===== config.mk =====
export PLATFORM = sky130hd
export DESIGN_NAME = maze_path_rle
export DESIGN_NICKNAME = d
export VERILOG_FILES = /design/src/rtl/maze_path_rle_pkg.sv /design/src/rtl/maze_seg_fifo.sv /design/src/rtl/maze_path_rle.sv
export SDC_FILE = /design/constraint.sdc
export NUM_CORES = 1
export LEC_CHECK = 0
export CORE_MARGIN = 8
export CORE_UTILIZATION = 45
export CTS_CLUSTER_SIZE = 8
export DETAILED_ROUTE_END_ITERATION = 8
export SLEW_MARGIN = 25
export SYNTH_ARGS = -nofsm -noshare
export SYNTH_HDL_FRONTEND = slang
export SYNTH_SLANG_ARGS = --single-unit

===== constraint.sdc =====
create_clock -name clk -period 3.25 [get_ports clk]
set_clock_uncertainty 0.2 [all_clocks]
set_input_delay 0.65 -clock clk [delete_from_list [all_inputs] [get_ports clk]]
set_output_delay 0.65 -clock clk [all_outputs]
set_load 0.05 [all_outputs]

===== src/rtl/maze_path_rle_pkg.sv =====
// maze_path_rle_pkg: shared definitions for the maze path run-length encoder.
// Contents: the direction codes, the maze interior bounds and goal cell, the
// FSM state encoding, the segment record, and a bounds-check helper.
`timescale 1ns/1ps
package maze_path_rle_pkg;

  // Step directions as produced by the maze solver
  localparam logic [1:0] DIR_RIGHT = 2'b00;
  localparam logic [1:0] DIR_DOWN  = 2'b01;
  localparam logic [1:0] DIR_LEFT  = 2'b10;
  localparam logic [1:0] DIR_UP    = 2'b11;

  // Walker coordinates are 5-bit; the legal interior is 1..17 on both axes
  localparam int              COORD_W   = 5;
  localparam logic [COORD_W-1:0] COORD_MIN = 5'd1;
  localparam logic [COORD_W-1:0] COORD_MAX = 5'd17;
  localparam logic [COORD_W-1:0] GOAL_X    = 5'd17;
  localparam logic [COORD_W-1:0] GOAL_Y    = 5'd17;

  localparam int LEN_W  = 5;  // run length field
  localparam int STEP_W = 9;  // path step counter, saturating
  localparam int SEG_W  = 2 + LEN_W + 1;

  typedef enum logic [1:0] {
    ST_IDLE,
    ST_RUN,
    ST_FLUSH
  } state_e;

  typedef struct packed {
    logic [1:0]       dir;
    logic [LEN_W-1:0] len;
    logic             last;
  } seg_t;

  function automatic logic in_bounds(input logic [COORD_W-1:0] c);
    return (c >= COORD_MIN) && (c <= COORD_MAX);
  endfunction

endpackage


===== src/rtl/maze_seg_fifo.sv =====
// maze_seg_fifo: synchronous first-word-fall-through FIFO for encoded segments.
// The head entry sits in an output register so the consumer sees registered
// data. A write while full with no simultaneous read is dropped and flagged.
// Ports:
//   clk, rst_n   clock, asynchronous active-low reset
//   wr_en        request to enqueue wr_data
//   wr_data      entry to enqueue
//   rd_en        consumer accepts the head (ignored when empty)
//   rd_data      registered head entry
//   valid        head entry present (FIFO not empty)
//   full         all DEPTH entries occupied
//   drop         this cycle's write is lost because the FIFO is full
`timescale 1ns/1ps
module maze_seg_fifo #(
  parameter int DEPTH = 8,
  parameter int WIDTH = 8
) (
  input  logic             clk,
  input  logic             rst_n,
  input  logic             wr_en,
  input  logic [WIDTH-1:0] wr_data,
  input  logic             rd_en,
  output logic [WIDTH-1:0] rd_data,
  output logic             valid,
  output logic             full,
  output logic             drop
);

  localparam int AW = $clog2(DEPTH);
  localparam int CW = AW + 1;

  logic [WIDTH-1:0] mem [DEPTH];
  logic [AW-1:0]    wr_ptr, rd_ptr, rd_ptr_inc;
  logic [CW-1:0]    count, count_next;
  logic [WIDTH-1:0] head_q, head_next;
  logic             valid_q;
  logic             empty, push, pop;

  assign empty      = (count == '0);
  assign full       = (count == CW'(DEPTH));
  assign pop        = rd_en && !empty;
  // A full FIFO still accepts a write when the head leaves in the same cycle
  assign push       = wr_en && (!full || pop);
  assign drop       = wr_en && full && !pop;
  assign rd_ptr_inc = rd_ptr + 1'b1;
  assign count_next = count + CW'(push) - CW'(pop);

  // Next value of the head register: the entry behind the popped one, or the
  // incoming write when it lands in an otherwise empty FIFO.
  always_comb begin
    // NOTE: assign every always_comb output a default first so no path leaves it unassigned (no latch).
    head_next = head_q;
    if (pop) begin
      if (count > CW'(1)) begin
        head_next = mem[rd_ptr_inc];
      end else if (push) begin
        head_next = wr_data;
      end
    end else if (empty && push) begin
      head_next = wr_data;
    end
  end

  // NOTE: storage array has no reset; validity is tracked by count, so stale contents are never observed.
  always_ff @(posedge clk) begin
    if (push) begin
      mem[wr_ptr] <= wr_data;
    end
  end

  // NOTE: sequential state uses non-blocking assignments so every register samples pre-edge values.
  always_ff @(posedge clk or negedge rst_n) begin
    if (!rst_n) begin
      wr_ptr  <= '0;
      rd_ptr  <= '0;
      count   <= '0;
      head_q  <= '0;
      valid_q <= 1'b0;
    end else begin
      if (push) wr_ptr <= wr_ptr + 1'b1;
      if (pop)  rd_ptr <= rd_ptr_inc;
      count   <= count_next;
      head_q  <= head_next;
      valid_q <= (count_next != '0);
    end
  end

  assign rd_data = head_q;
  assign valid   = valid_q;

endmodule


===== src/rtl/maze_path_rle.sv =====
// maze_path_rle: run-length encoder and path checker behind the maze solver.
// Each burst of in_valid cycles is one path; contiguous equal directions are
// packed into (dir, len) segments of at most MAXRUN and queued in a FIFO.
// The walker position is tracked from (1,1) to flag out-of-maze steps and a
// path that does not finish on the goal cell.
// Ports:
//   clk, rst_n    clock, asynchronous active-low reset
//   in_valid      solver step valid (one high burst = one path)
//   in            step direction: 00 right, 01 down, 10 left, 11 up
//   out_ready     consumer accepts the head segment
//   out_valid     head segment valid
//   out_dir       head segment direction
//   out_len       head segment length 1..MAXRUN
//   out_last      head segment closes its path
//   done          one-cycle pulse once a path's last segment is enqueued
//   steps         step count of the most recent path (saturates at 511)
//   err_bound     sticky: a step left the 1..17 interior
//   err_end       sticky: path finished off the goal cell
//   err_ovf       sticky: a segment was dropped on a full FIFO
`timescale 1ns/1ps
module maze_path_rle
  import maze_path_rle_pkg::*;
#(
  parameter int DEPTH  = 8,
  parameter int MAXRUN = 31
) (
  input  logic              clk,
  input  logic              rst_n,
  input  logic              in_valid,
  input  logic [1:0]        in,
  input  logic              out_ready,
  output logic              out_valid,
  output logic [1:0]        out_dir,
  output logic [LEN_W-1:0]  out_len,
  output logic              out_last,
  output logic              done,
  output logic [STEP_W-1:0] steps,
  output logic              err_bound,
  output logic              err_end,
  output logic              err_ovf
);

  localparam logic [LEN_W-1:0]  MAX_LEN  = LEN_W'(MAXRUN);
  localparam logic [STEP_W-1:0] STEP_SAT = '1;

  state_e              state_q, state_d;
  logic [COORD_W-1:0]  x_q, y_q, base_x, base_y, next_x, next_y;
  logic [1:0]          run_dir_q;
  logic [LEN_W-1:0]    run_len_q;
  logic [STEP_W-1:0]   step_cnt_q, steps_q;
  logic                done_q, err_bound_q, err_end_q, err_ovf_q;
  logic                start, extend, step_oob, close_path;
  logic                enq_valid;
  seg_t                enq_seg, head_seg;
  logic                fifo_full, fifo_drop;

  // A step outside RUN opens a new path, so it is applied from (1,1)
  assign start      = in_valid && (state_q != ST_RUN);
  assign close_path = (state_q == ST_RUN) && !in_valid;
  assign extend     = (state_q == ST_RUN) && in_valid &&
                      (in == run_dir_q) && (run_len_q != MAX_LEN);
  assign base_x     = start ? COORD_MIN : x_q;
  assign base_y     = start ? COORD_MIN : y_q;

  // Position arithmetic wraps at 5 bits; leaving 1..17 is flagged, not clamped
  always_comb begin
    next_x = base_x;
    next_y = base_y;
    unique case (in)
      DIR_RIGHT: next_x = base_x + 1'b1;
      DIR_DOWN:  next_y = base_y + 1'b1;
      DIR_LEFT:  next_x = base_x - 1'b1;
      DIR_UP:    next_y = base_y - 1'b1;
      default:   ;
    endcase
  end

  assign step_oob = !in_bounds(next_x) || !in_bounds(next_y);

  always_comb begin
    state_d   = state_q;
    enq_valid = 1'b0;
    enq_seg   = '{dir: run_dir_q, len: run_len_q, last: 1'b0};
    unique case (state_q)
      ST_IDLE, ST_FLUSH: begin
        state_d = in_valid ? ST_RUN : ST_IDLE;
      end
      ST_RUN: begin
        if (!in_valid) begin
          enq_valid    = 1'b1;
          enq_seg.last = 1'b1;
          state_d      = ST_FLUSH;
        end else if (!extend) begin
          enq_valid = 1'b1;
        end
      end
      default: state_d = ST_IDLE;
    endcase
  end

  always_ff @(posedge clk or negedge rst_n) begin
    if (!rst_n) begin
      state_q     <= ST_IDLE;
      x_q         <= COORD_MIN;
      y_q         <= COORD_MIN;
      run_dir_q   <= '0;
      run_len_q   <= '0;
      step_cnt_q  <= '0;
      steps_q     <= '0;
      done_q      <= 1'b0;
      err_bound_q <= 1'b0;
      err_end_q   <= 1'b0;
      err_ovf_q   <= 1'b0;
    end else begin
      state_q <= state_d;
      done_q  <= close_path;

      if (in_valid) begin
        x_q <= next_x;
        y_q <= next_y;
      end

      if (start) begin
        run_dir_q   <= in;
        run_len_q   <= LEN_W'(1);
        step_cnt_q  <= STEP_W'(1);
        err_bound_q <= step_oob;
        err_end_q   <= 1'b0;
        err_ovf_q   <= 1'b0;
      end else begin
        if (in_valid) begin
          if (extend) begin
            run_len_q <= run_len_q + 1'b1;
          end else begin
            run_dir_q <= in;
            run_len_q <= LEN_W'(1);
          end
          if (step_cnt_q != STEP_SAT) step_cnt_q <= step_cnt_q + 1'b1;
          if (step_oob) err_bound_q <= 1'b1;
        end
        if (fifo_drop) err_ovf_q <= 1'b1;
        if (close_path) begin
          steps_q <= step_cnt_q;
          if ((x_q != GOAL_X) || (y_q != GOAL_Y)) err_end_q <= 1'b1;
        end
      end
    end
  end

  maze_seg_fifo #(
    .DEPTH (DEPTH),
    .WIDTH (SEG_W)
  ) u_fifo (
    .clk     (clk),
    .rst_n   (rst_n),
    .wr_en   (enq_valid),
    .wr_data (enq_seg),
    .rd_en   (out_ready),
    .rd_data (head_seg),
    .valid   (out_valid),
    .full    (fifo_full),
    .drop    (fifo_drop)
  );

  assign out_dir   = head_seg.dir;
  assign out_len   = head_seg.len;
  assign out_last  = head_seg.last;
  assign done      = done_q;
  assign steps     = steps_q;
  assign err_bound = err_bound_q;
  assign err_end   = err_end_q;
  assign err_ovf   = err_ovf_q;

endmodule

==> results of run 1 <==
metrics by stage:
| stage | setup WS, ns | total power [W] |
|---|---|---|
| floorplan | 0.0951 | 0.00375 |
| global placement | -0.221 | 0.00437 |
| detailed placement | -0.275 | 0.00442 |
| CTS | 0.165 | 0.00632 |
| global route | 0.0169 | 0.00664 |
| finish | 0.174 | 0.00623 |
timing repair:
action,4_1_cts,5_1_grt
setup endpoints to repair,0,2
endpoints found under the hold margin,0,0
gates resized for setup,0,3
hold buffers,0,0
flip-flops by register name, indices dropped and copies added, names as in the netlist:
| register | count |
|---|---|
| steps | 9 |
| err_bound | 1 |
| err_end | 1 |
| done | 1 |
| err_ovf | 1 |
| u_fifo.rd_ptr | 3 |
| step_cnt_q | 9 |
| u_fifo.wr_ptr | 3 |
| u_fifo.mem | 64 |
| u_fifo.count | 4 |
| x_q | 5 |
| run_dir_q | 2 |
| u_fifo.rd_data | 8 |
| run_len_q | 5 |
| y_q | 5 |
| state_q | 2 |
| u_fifo.valid | 1 |
cell type report:
type	instances	area (um^2)	share of cell area, %
Clock buffer	17	425	5.96
Multi-Input combinational cell	284	2160	30.3
Clock inverter	15	174	2.44
Inverter	22	82.6	1.16
Sequential cell	124	3430	48.0
Timing Repair Buffer	79	656	9.18
Tap cell	172	215	3.01
worst paths after layout:
path,startpoint,endpoint,slack [ns],cells past startpoint
max,in_valid,err_bound$_DFFE_PN0P_,0.17,11
min,rst_n,u_fifo.rd_data[2]$_DFFE_PN0P_,0.11,1
max reg2reg,u_fifo.count[2]$_DFF_PN0_,u_fifo.valid$_DFF_PN0_,0.26,12
min reg2reg,state_q[1]$_DFFE_PN0P_,state_q[1]$_DFFE_PN0P_,0.28,2
max in group asynchronous,rst_n,x_q[0]$_DFFE_PN1P_,1.99,2
min in group clk,state_q[1]$_DFFE_PN0P_,state_q[1]$_DFFE_PN0P_,0.28,2
cells in the mapped netlist, types with 11 or more instances:
library cell | instances | share of area (%)
edfxtp_1 | 64 | 33
dfrtp_1 | 58 | 25
nor2_1 | 41 | 2.7
nand2_1 | 39 | 2.5
a21oi_1 | 26 | 2.3
o21ai_0 | 22 | 1.9
ha_1 | 21 | 4.6
inv_1 | 20 | 1.3
mux4_2 | 16 | 6.3
mux2i_1 | 12 | 2.1
nor3_1 | 12 | 1.0
mux2_2 | 11 | 2.2
nand3_1 | 11 | 0.96
xnor2_1 | 11 | 1.7
xor2_1 | 11 | 1.7
critical path, delay by kind of cell:
kind | cells | cell delay (ns)
adder cells (fa/ha/maj) | 2 | 0.67
buffers and inverters | 2 | 0.63
AO/OA/AOI/OAI | 3 | 0.51
AND/OR/NAND/NOR | 3 | 0.42
multiplexers | 1 | 0.29
per-layer routing:
layer | vias to the layer above | GRT usage [%] | part of all wire, %
met5 | - | 0 | 0
li1 | 1777 | - | -
met4 | 0 | 5.53 | 0.66
met1 | 1800 | 17.6 | 45
met2 | 52 | 24.0 | 50
met3 | 4 | 4.51 | 3.7
power by group through the flow:
stage | sequential (W) | clock, W | combinational [W]
floorplan | 0.00239 | 0 | 0.00136
global placement | 0.00216 | 0 | 0.00221
detailed placement | 0.00217 | 0 | 0.00225
CTS | 0.00214 | 0.00191 | 0.00226
global route | 0.00218 | 0.00199 | 0.00247
finish | 0.00214 | 0.00187 | 0.00222
cell families (layout without fill, tap and decap cells):
family	after synthesis	in the layout	share of synthesized area [%]
adders and majority gates	24	24	5.62
DFF	124	124	59.7
and+or+nand+nor	133	133	11.0
xor gates and xnor gates	22	22	3.36
buffers and inverters	37	133	2.77
muxes	39	39	10.5
AOI/OAI and AO/OA	66	66	7.08
==> results by group, run 1 <==
Critical path
  – Critical path class: in -> reg
  – Startpoint Class: input pin
  – CP max-delay cell: clkdlybuf4s50_1
  – Crit-path max FO: 4
  – Cell mode on critical path: nand2b_1
  – Worst EP required: 3.33 ns
  – Crit path cell chain: clkdlybuf4s50_1 -> ha_1 -> buf_4 -> nand2b_1 -> fa_1 -> nand2b_1 -> a21oi_2 -> mux2i_1 -> a2111oi_1 -> o21ba_2 -> nand3_1
  – Critical Path End Type: flip-flop
  – Max incr delay on CP: 0.49 ns
  – CP Data Arrival Time: 3.16 ns

Layout
  – Commonest non-fill, non-tap cells in the layout: edfxtp_1, dfrtp_1, buf_4
  – Nets@finish: 558
  – Design area: 0.00714 mm^2
  – Commonest non-fill, non-tap cell in the layout: edfxtp_1
  – Antenna fix cells: 0
  – Fraction of layout cells with a size suffix above 1: 22.2%
  – Area Overhead vs Synth: 24.4%
  – Fillers: 1078
  – Final std cells w/o fill: 713
  – Final Util: 57.1%

Synth
  – Yosys cell types: 48
  – Ys flop type: edfxtp_1
  – Syn nets: 475
  – Sequential share of the synthesized area: 59.7%
  – Syn Area/Cell: 12.9 um^2
  – Post-synth EDFFs: 64
  – Async SR Flop Fraction: 48.4%
  – Mapped cell area: 0.00574 mm^2
  – Yosys warning total: 0
  – Flops & latches, synth: 124
  – Post-synthesis cell count: 445

Routing
  – DR pass1 iterations: 4
  – Final wirelength: 10800 um
  – Post-route DRC: 0
  – Post-route ant nets: 0
  – Iteration-0 DRC Markers: 177
  – Via count: 3633
  – Via/cell ratio: 5.10
  – DR WL/cell: 15.2 um

Clocking
  – Setup repair bufs after CTS: 0
  – Number of H-tree levels: 4
  – CTS tree: done
  – Worst-path clk slew: 0.06 ns
  – CTS buffer count: 17
  – Worst-skew pair later-pin latency: 0.41 ns
  – Clock sinks: 124
  – Root buf cell: clkbuf_16
  – Worst-case clock buffer depth: 2

Global route
  – Tot GR Track Use: 14.6%
  – Vias in the first global route: 3791
  – Grt ovf: 0
  – Largest net degree at the start of global routing: 32
  – First-pass GRT wire length: 18600 um
  – Initial antenna violation count: 0

Power
  – Internal cell power: 0.00417 W
  – Clock power share: 30.0%
  – Sw Share: 33.0%
  – Sw power: 0.00206 W
  – Worst ir drop on vdd: 0.000364 V
  – Power per cell area: 872 mW/mm^2
  – Combinational Power Share: 35.6%
  – Leakage: 2.91 nW
  – Reg power frac: 34.4%

Floorplan
  – I/O pins: 28
  – Chip Height: 129 um
  – Die span in x: 129 um
  – Site row count: 41
  – Die area: 0.0166 mm^2
  – Core area: 0.0125 mm^2
  – Starting Density: 45.9%

Place
  – Port-buffer cells: 27
  – GPL Wtd Cong: 0.857
  – Cell count after placement: 681
  – HPWL Detailed: 7860 um
  – Placed cell areas: 0.00654 mm^2

Timing
  – RSZ-0062 raised after global routing: false
  – Minimum clock period: 3.08 ns
  – Fmax: 325 MHz
  – Max_slew headroom: 50.1%
  – Final period util: 94.6%
  – Final Setup Violations: 0
  – Count of endpoints failing hold in the final timing report: 0
  – TNS Setup: 0 ns
  – Worst-margin pin slew: 0.749 ns
  – Slew Limit Fails: 0
  – Worst hold slack: 0.108 ns

Worst hold path
  – HP Class: in -> async

Job
  – Max Cap Violations: 0

Status
  – Status: completed
(Power assumes the default switching activity.)
==> run 2: changes to the inputs <==
--- a/config.mk
+++ b/config.mk
@@ -5,6 +5,7 @@
 export SDC_FILE = /design/constraint.sdc
 export NUM_CORES = 1
 export LEC_CHECK = 0
+export ABC_AREA = 1
 export CORE_MARGIN = 8
 export CORE_UTILIZATION = 45
 export CTS_CLUSTER_SIZE = 8
==> results by group, run 2 <==
Status
  – Status: completed

Floorplan
  – Site row count: 42
  – Core area: 0.0131 mm^2
  – Starting Density: 45.7%
  – I/O pins: 28
  – Chip Height: 131 um
  – Die span in x: 131 um
  – Die area: 0.0172 mm^2

Clocking
  – CTS tree: done
  – Hold_buf cts: 0
  – Worst-case clock buffer depth: 2
  – CTS buffer count: 17
  – Number of H-tree levels: 4
  – Root buf cell: clkbuf_16
  – Setup repair bufs after CTS: 0
  – Clock sinks: 124
  – Post-CTS sizing: 0
  – Worst-skew pair later-pin latency: 0.41 ns
  – Worst-path clk slew: 0.05 ns

Synth
  – Synth top cells by count: nand2_1, nor2_1, o21ai_0, edfxtp_1, inv_1
  – Ys flop type: edfxtp_1
  – Syn nets: 656
  – Most common cell in the netlist: nand2_1
  – Yosys cell types: 44
  – Post-synth EDFFs: 64
  – Flops & latches, synth: 124
  – Largest area contributor in the netlist: edfxtp_1
  – Top cells by area, synth: edfxtp_1, dfrtp_1, nand2_1
  – Yosys warning total: 0
  – Synth top area share: 32.2%
  – Async SR Flop Fraction: 48.4%
  – Mapped cell area: 0.00597 mm^2
  – Post-synthesis cell count: 626
  – Sequential share of the synthesized area: 57.3%
  – Syn Area/Cell: 9.54 um^2

Place
  – Port-buffer cells: 27
  – HPWL Detailed: 9410 um
  – GPL Wtd Cong: 0.832
  – Placed cell areas: 0.00665 mm^2
  – Cell count after placement: 849

Critical path
  – Buf+Inv Stages, Crit Path: 3
  – Critical Path End Type: flip-flop
  – Startpoint Class: input pin
  – Crit-path max FO: 4
  – CP Data Arrival Time: 3.10 ns
  – Crit path cell chain: clkdlybuf4s50_1 -> ha_1 -> inv_1 -> nor4_2 -> nand2_2 -> nand2_2 -> nor2_4 -> ha_1 -> inv_1 -> fa_1 -> xnor2_1 -> or4_1
  – Worst EP required: 3.33 ns
  – CP max-delay cell: clkdlybuf4s50_1
  – Critical path class: in -> reg
  – Worst path top cell family by delay: simple AND/OR/NAND/NOR gates
  – Max incr delay on CP: 0.54 ns

Layout
  – Reg area: 0.00343 mm^2
  – Antenna fix cells: 0
  – Nets@finish: 722
  – Fillers: 1165
  – Commonest non-fill, non-tap cells in the layout: nand2_1, nor2_1, o21ai_0
  – Max reg flops: 64
  – Final std cells w/o fill: 881
  – Largest Register: u_fifo.mem
  – Fraction of layout cells with a size suffix above 1: 12.5%
  – Design area: 0.00722 mm^2
  – Commonest non-fill, non-tap cell in the layout: nand2_1
  – Area Overhead vs Synth: 20.8%
  – Final Util: 55.2%
  – Area of the multi-input gates: 0.00220 mm^2

Timing
  – RSZ-0062 raised after global routing: false
  – Fmax: 331 MHz
  – Max_slew headroom: 44.0%
  – TNS Setup: 0 ns
  – Final period util: 93.0%
  – Worst-margin pin slew: 0.837 ns
  – Slew Limit Fails: 0
  – Count of endpoints failing hold in the final timing report: 0
  – Minimum clock period: 3.02 ns
  – Final Setup Violations: 0

Power
  – Power per cell area: 892 mW/mm^2
  – Leakage: 3.15 nW
  – Internal cell power: 0.00402 W
  – Sw Share: 37.6%
  – Total Power: 0.00644 W
  – Worst ir drop on vdd: 0.000460 V
  – Combinational Power Share: 38.7%
  – Reg power frac: 32.9%
  – Sw power: 0.00242 W
  – Clock power share: 28.4%

Routing
  – Final wirelength: 13300 um
  – Via/cell ratio: 5.02
  – DR pass1 iterations: 5
  – Post-route DRC: 0
  – Via count: 4425
  – DR WL/cell: 15.1 um
  – Post-route ant nets: 0
  – Iteration-0 DRC Markers: 310

Global route
  – First-pass GRT wire length: 22800 um
  – Largest net degree at the start of global routing: 34
  – Tot GR Track Use: 16.4%
  – Initial antenna violation count: 0
  – Grt ovf: 0
  – Vias in the first global route: 4576

Worst hold path
  – HP Class: in -> async

Job
  – Max Cap Violations: 0
==> run 2: area by class of cell <==
cell class / count / area share, %
flip-flops and latches: 124 / 47.5
multi-input cells: 417 / 30.5
repair buffers: 65 / 7.63
clock buffers: 20 / 6.05
inverters: 67 / 3.52
well taps: 176 / 3.05
clock inverters: 12 / 1.79
==> run 2: layer usage <==
metal,GRT usage [%],routed length [um],up-vias
met3,3.96,569,18
met5,0,0,-
li1,-,-,2213
met1,19.9,5890,2112
met2,27.2,6640,82
met4,7.42,238,0
==> run 2: worst paths after layout <==
| path | startpoint | to | slack, ns | cells past startpoint |
|---|---|---|---|---|
| min | rst_n | step_cnt_q[1]$_DFFE_PN0P_ | 0.03 | 1 |
| min reg2reg | steps[6]$_DFFE_PN0P_ | steps[6]$_DFFE_PN0P_ | 0.28 | 2 |
| max reg2reg | run_len_q[3]$_DFFE_PN0P_ | u_fifo.valid$_DFF_PN0_ | 0.36 | 12 |
| max in group asynchronous | rst_n | x_q[0]$_DFFE_PN1P_ | 2.08 | 2 |
| max | in_valid | u_fifo.valid$_DFF_PN0_ | 0.23 | 12 |
| min in group clk | steps[6]$_DFFE_PN0P_ | steps[6]$_DFFE_PN0P_ | 0.28 | 2 |
==> run 2: kinds of logic after synthesis <==
kind of cell,synth area share (%)
AND/OR/NAND/NOR,19.9
flip-flops,57.3
AO/OA/AOI/OAI,9.86
buffers and inverters,5.78
adder cells (fa/ha/maj),5.40
XOR/XNOR,1.59
multiplexers,0.168
==> run 2: power by group through the flow <==
stage	clock, W	combinational (W)	sequential, W
after floorplan	0	0.00144	0.00238
after global placement	0	0.00246	0.00213
after detailed placement	0	0.00251	0.00214
after CTS	0.00186	0.00252	0.00212
after global routing	0.00193	0.00284	0.00215
final	0.00183	0.00249	0.00212
==> run 2: metrics by stage <==
step,setup WS (ns),hold WS (ns)
6_report,0.229,0.0314
5_1_grt,0.000131,0.0645
4_1_cts,0.229,0.0394
3_5_place_dp,-0.207,0.262
3_3_place_gp,-0.157,0.258
2_1_floorplan,0.322,0.154
==> run 3: changes to the inputs <==
--- a/config.mk
+++ b/config.mk
@@ -6,10 +6,12 @@
 export NUM_CORES = 1
 export LEC_CHECK = 0
 export ABC_AREA = 1
+export CAP_MARGIN = 20
 export CORE_MARGIN = 8
 export CORE_UTILIZATION = 45
 export CTS_CLUSTER_SIZE = 8
 export DETAILED_ROUTE_END_ITERATION = 8
+export PLACE_DENSITY = 0.69
 export SLEW_MARGIN = 25
 export SYNTH_ARGS = -nofsm -noshare
 export SYNTH_HDL_FRONTEND = slang
==> results by group, run 3 (synthesis results as in run 2) <==
Status
  – Status: completed

Timing
  – Count of endpoints failing hold in the final timing report: 0
  – TNS Setup: 0 ns
  – Worst-margin pin slew: 0.976 ns
  – Final period util: 93.5%
  – Minimum clock period: 3.04 ns
  – Slew Limit Fails: 0
  – RSZ-0062 raised after global routing: false
  – Setup WS post-layout: 0.213 ns
  – Max_slew headroom: 34.7%
  – Fmax: 329 MHz
  – Final Setup Violations: 0

Global route
  – Largest net degree at the start of global routing: 34
  – Vias in the first global route: 4656
  – First-pass GRT wire length: 23300 um
  – Initial antenna violation count: 0
  – Grt ovf: 0
  – Tot GR Track Use: 16.7%

Place
  – DP Worst Slack: -0.202 ns
  – Port-buffer cells: 27
  – GPL Wtd Cong: 0.855
  – HPWL Detailed: 9510 um

Clocking
  – Clock sinks: 124
  – CTS buffer count: 17
  – Hold_buf cts: 0
  – Setup repair bufs after CTS: 0
  – Number of H-tree levels: 4
  – Worst-case clock buffer depth: 2
  – Worst-skew pair later-pin latency: 0.42 ns
  – CTS tree: done
  – Worst-path clk slew: 0.05 ns
  – Post-CTS sizing: 0
  – Root buf cell: clkbuf_16

Floorplan
  – Chip Height: 131 um
  – Die span in x: 131 um
  – Die area: 0.0172 mm^2
  – Site row count: 42
  – Starting Density: 45.7%
  – I/O pins: 28
  – Core area: 0.0131 mm^2

Critical path
  – R2R setup slack: 0.32 ns
  – Startpoint Class: input pin
  – R2R depth: 12
  – CP Data Arrival Time: 3.12 ns
  – Worst EP required: 3.33 ns
  – Crit-path max FO: 3
  – Worst r2r src: run_len_q[3]$_DFFE_PN0P_
  – Worst setup path startpoint: in_valid
  – Critical path class: in -> reg
  – Critical Path End Type: flip-flop

Layout
  – Fraction of layout cells with a size suffix above 1: 12.4%
  – Area Overhead vs Synth: 19.6%
  – Largest Register: u_fifo.mem
  – Reg area: 0.00343 mm^2
  – Area of the multi-input gates: 0.00220 mm^2
  – Commonest non-fill, non-tap cells in the layout: nand2_1, nor2_1, o21ai_0
  – Fillers: 1148
  – Commonest non-fill, non-tap cell in the layout: nand2_1
  – Antenna fix cells: 0
  – Nets@finish: 716
  – Max reg flops: 64

Power
  – Power per cell area: 882 mW/mm^2
  – Worst ir drop on vdd: 0.000417 V
  – Leakage: 3.10 nW

Routing
  – Via/cell ratio: 5.18
  – Iteration-0 DRC Markers: 380
  – Post-route DRC: 0
  – Post-route ant nets: 0
  – Final wirelength: 13800 um
  – DR WL/cell: 15.8 um
  – Via count: 4536
  – DR pass1 iterations: 5

Job
  – Max Cap Violations: 0

Worst hold path
  – HP Class: in -> async
[run 3: cell count changes in the layout (fill, tap and decap cells not counted)]
cell	delta
clkinvlp_4	+3
buf_4	-6
bufinv_16	-2
clkinv_4	+2
clkinv_2	+2
clkinv_1	-5
[run 3: final timing paths]
path                                          endpoint
worst max-delay path            u_fifo.valid$_DFF_PN0_
worst min-delay path                y_q[4]$_DFFE_PN0P_
worst max register to register  u_fifo.valid$_DFF_PN0_
worst min register to register    steps[8]$_DFFE_PN0P_
max in group asynchronous           x_q[1]$_DFFE_PN0P_
min in group clk                  steps[8]$_DFFE_PN0P_
[run 3: cell type report]
cell class                      count  area share (%)
Clock buffer                       20            6.11
Timing Repair Buffer               59            7.07
Clock inverter                     12            1.40
Inverter                           67            3.55
Multi-Input combinational cell    417            30.8
Sequential cell                   124            47.9
Tap cell                          176            3.08
[run 3: where the power goes]
group | switching (W) | internal [W] | leakage, nW
clock | 0.000674 | 0.00104 | 0.259
sequential | 0.000164 | 0.00196 | 1.36
combinational | 0.00162 | 0.000848 | 1.49
[run 3: stage by stage]
step / cells / area (um^2) / hold WS, ns / util (%) / total power, W
global placement: 843 / 6610 / 0.259 / 50.5 / 0.00451
detailed placement: 843 / 6610 / 0.277 / 50.5 / 0.00460
CTS: 875 / 7150 / 0.0406 / 54.6 / 0.00634
floorplan: 626 / 5970 / 0.154 / - / 0.00383
finish: 875 / 7150 / 0.0378 / 54.6 / 0.00630
global route: 875 / 7150 / 0.0819 / 54.6 / 0.00673
[run 3: routing by layer]
metal | vias to the layer above | GRT usage [%] | part of all wire, %
li1 | 2201 | - | -
met1 | 2195 | 20.6 | 43
met4 | 0 | 5.75 | 1.4
met2 | 121 | 27.9 | 49
met3 | 19 | 4.34 | 5.7
met5 | - | 0 | 0
[run 3: critical path: stages]
cell,delay (ns)
clkdlybuf4s50_1,0.53
ha_1,0.20
inv_1,0.08
nor4_2,0.39
nand2_2,0.11
nand2_2,0.11
nor2_4,0.04
ha_1,0.21
inv_1,0.08
fa_1,0.18
xnor2_1,0.08
or4_1,0.47
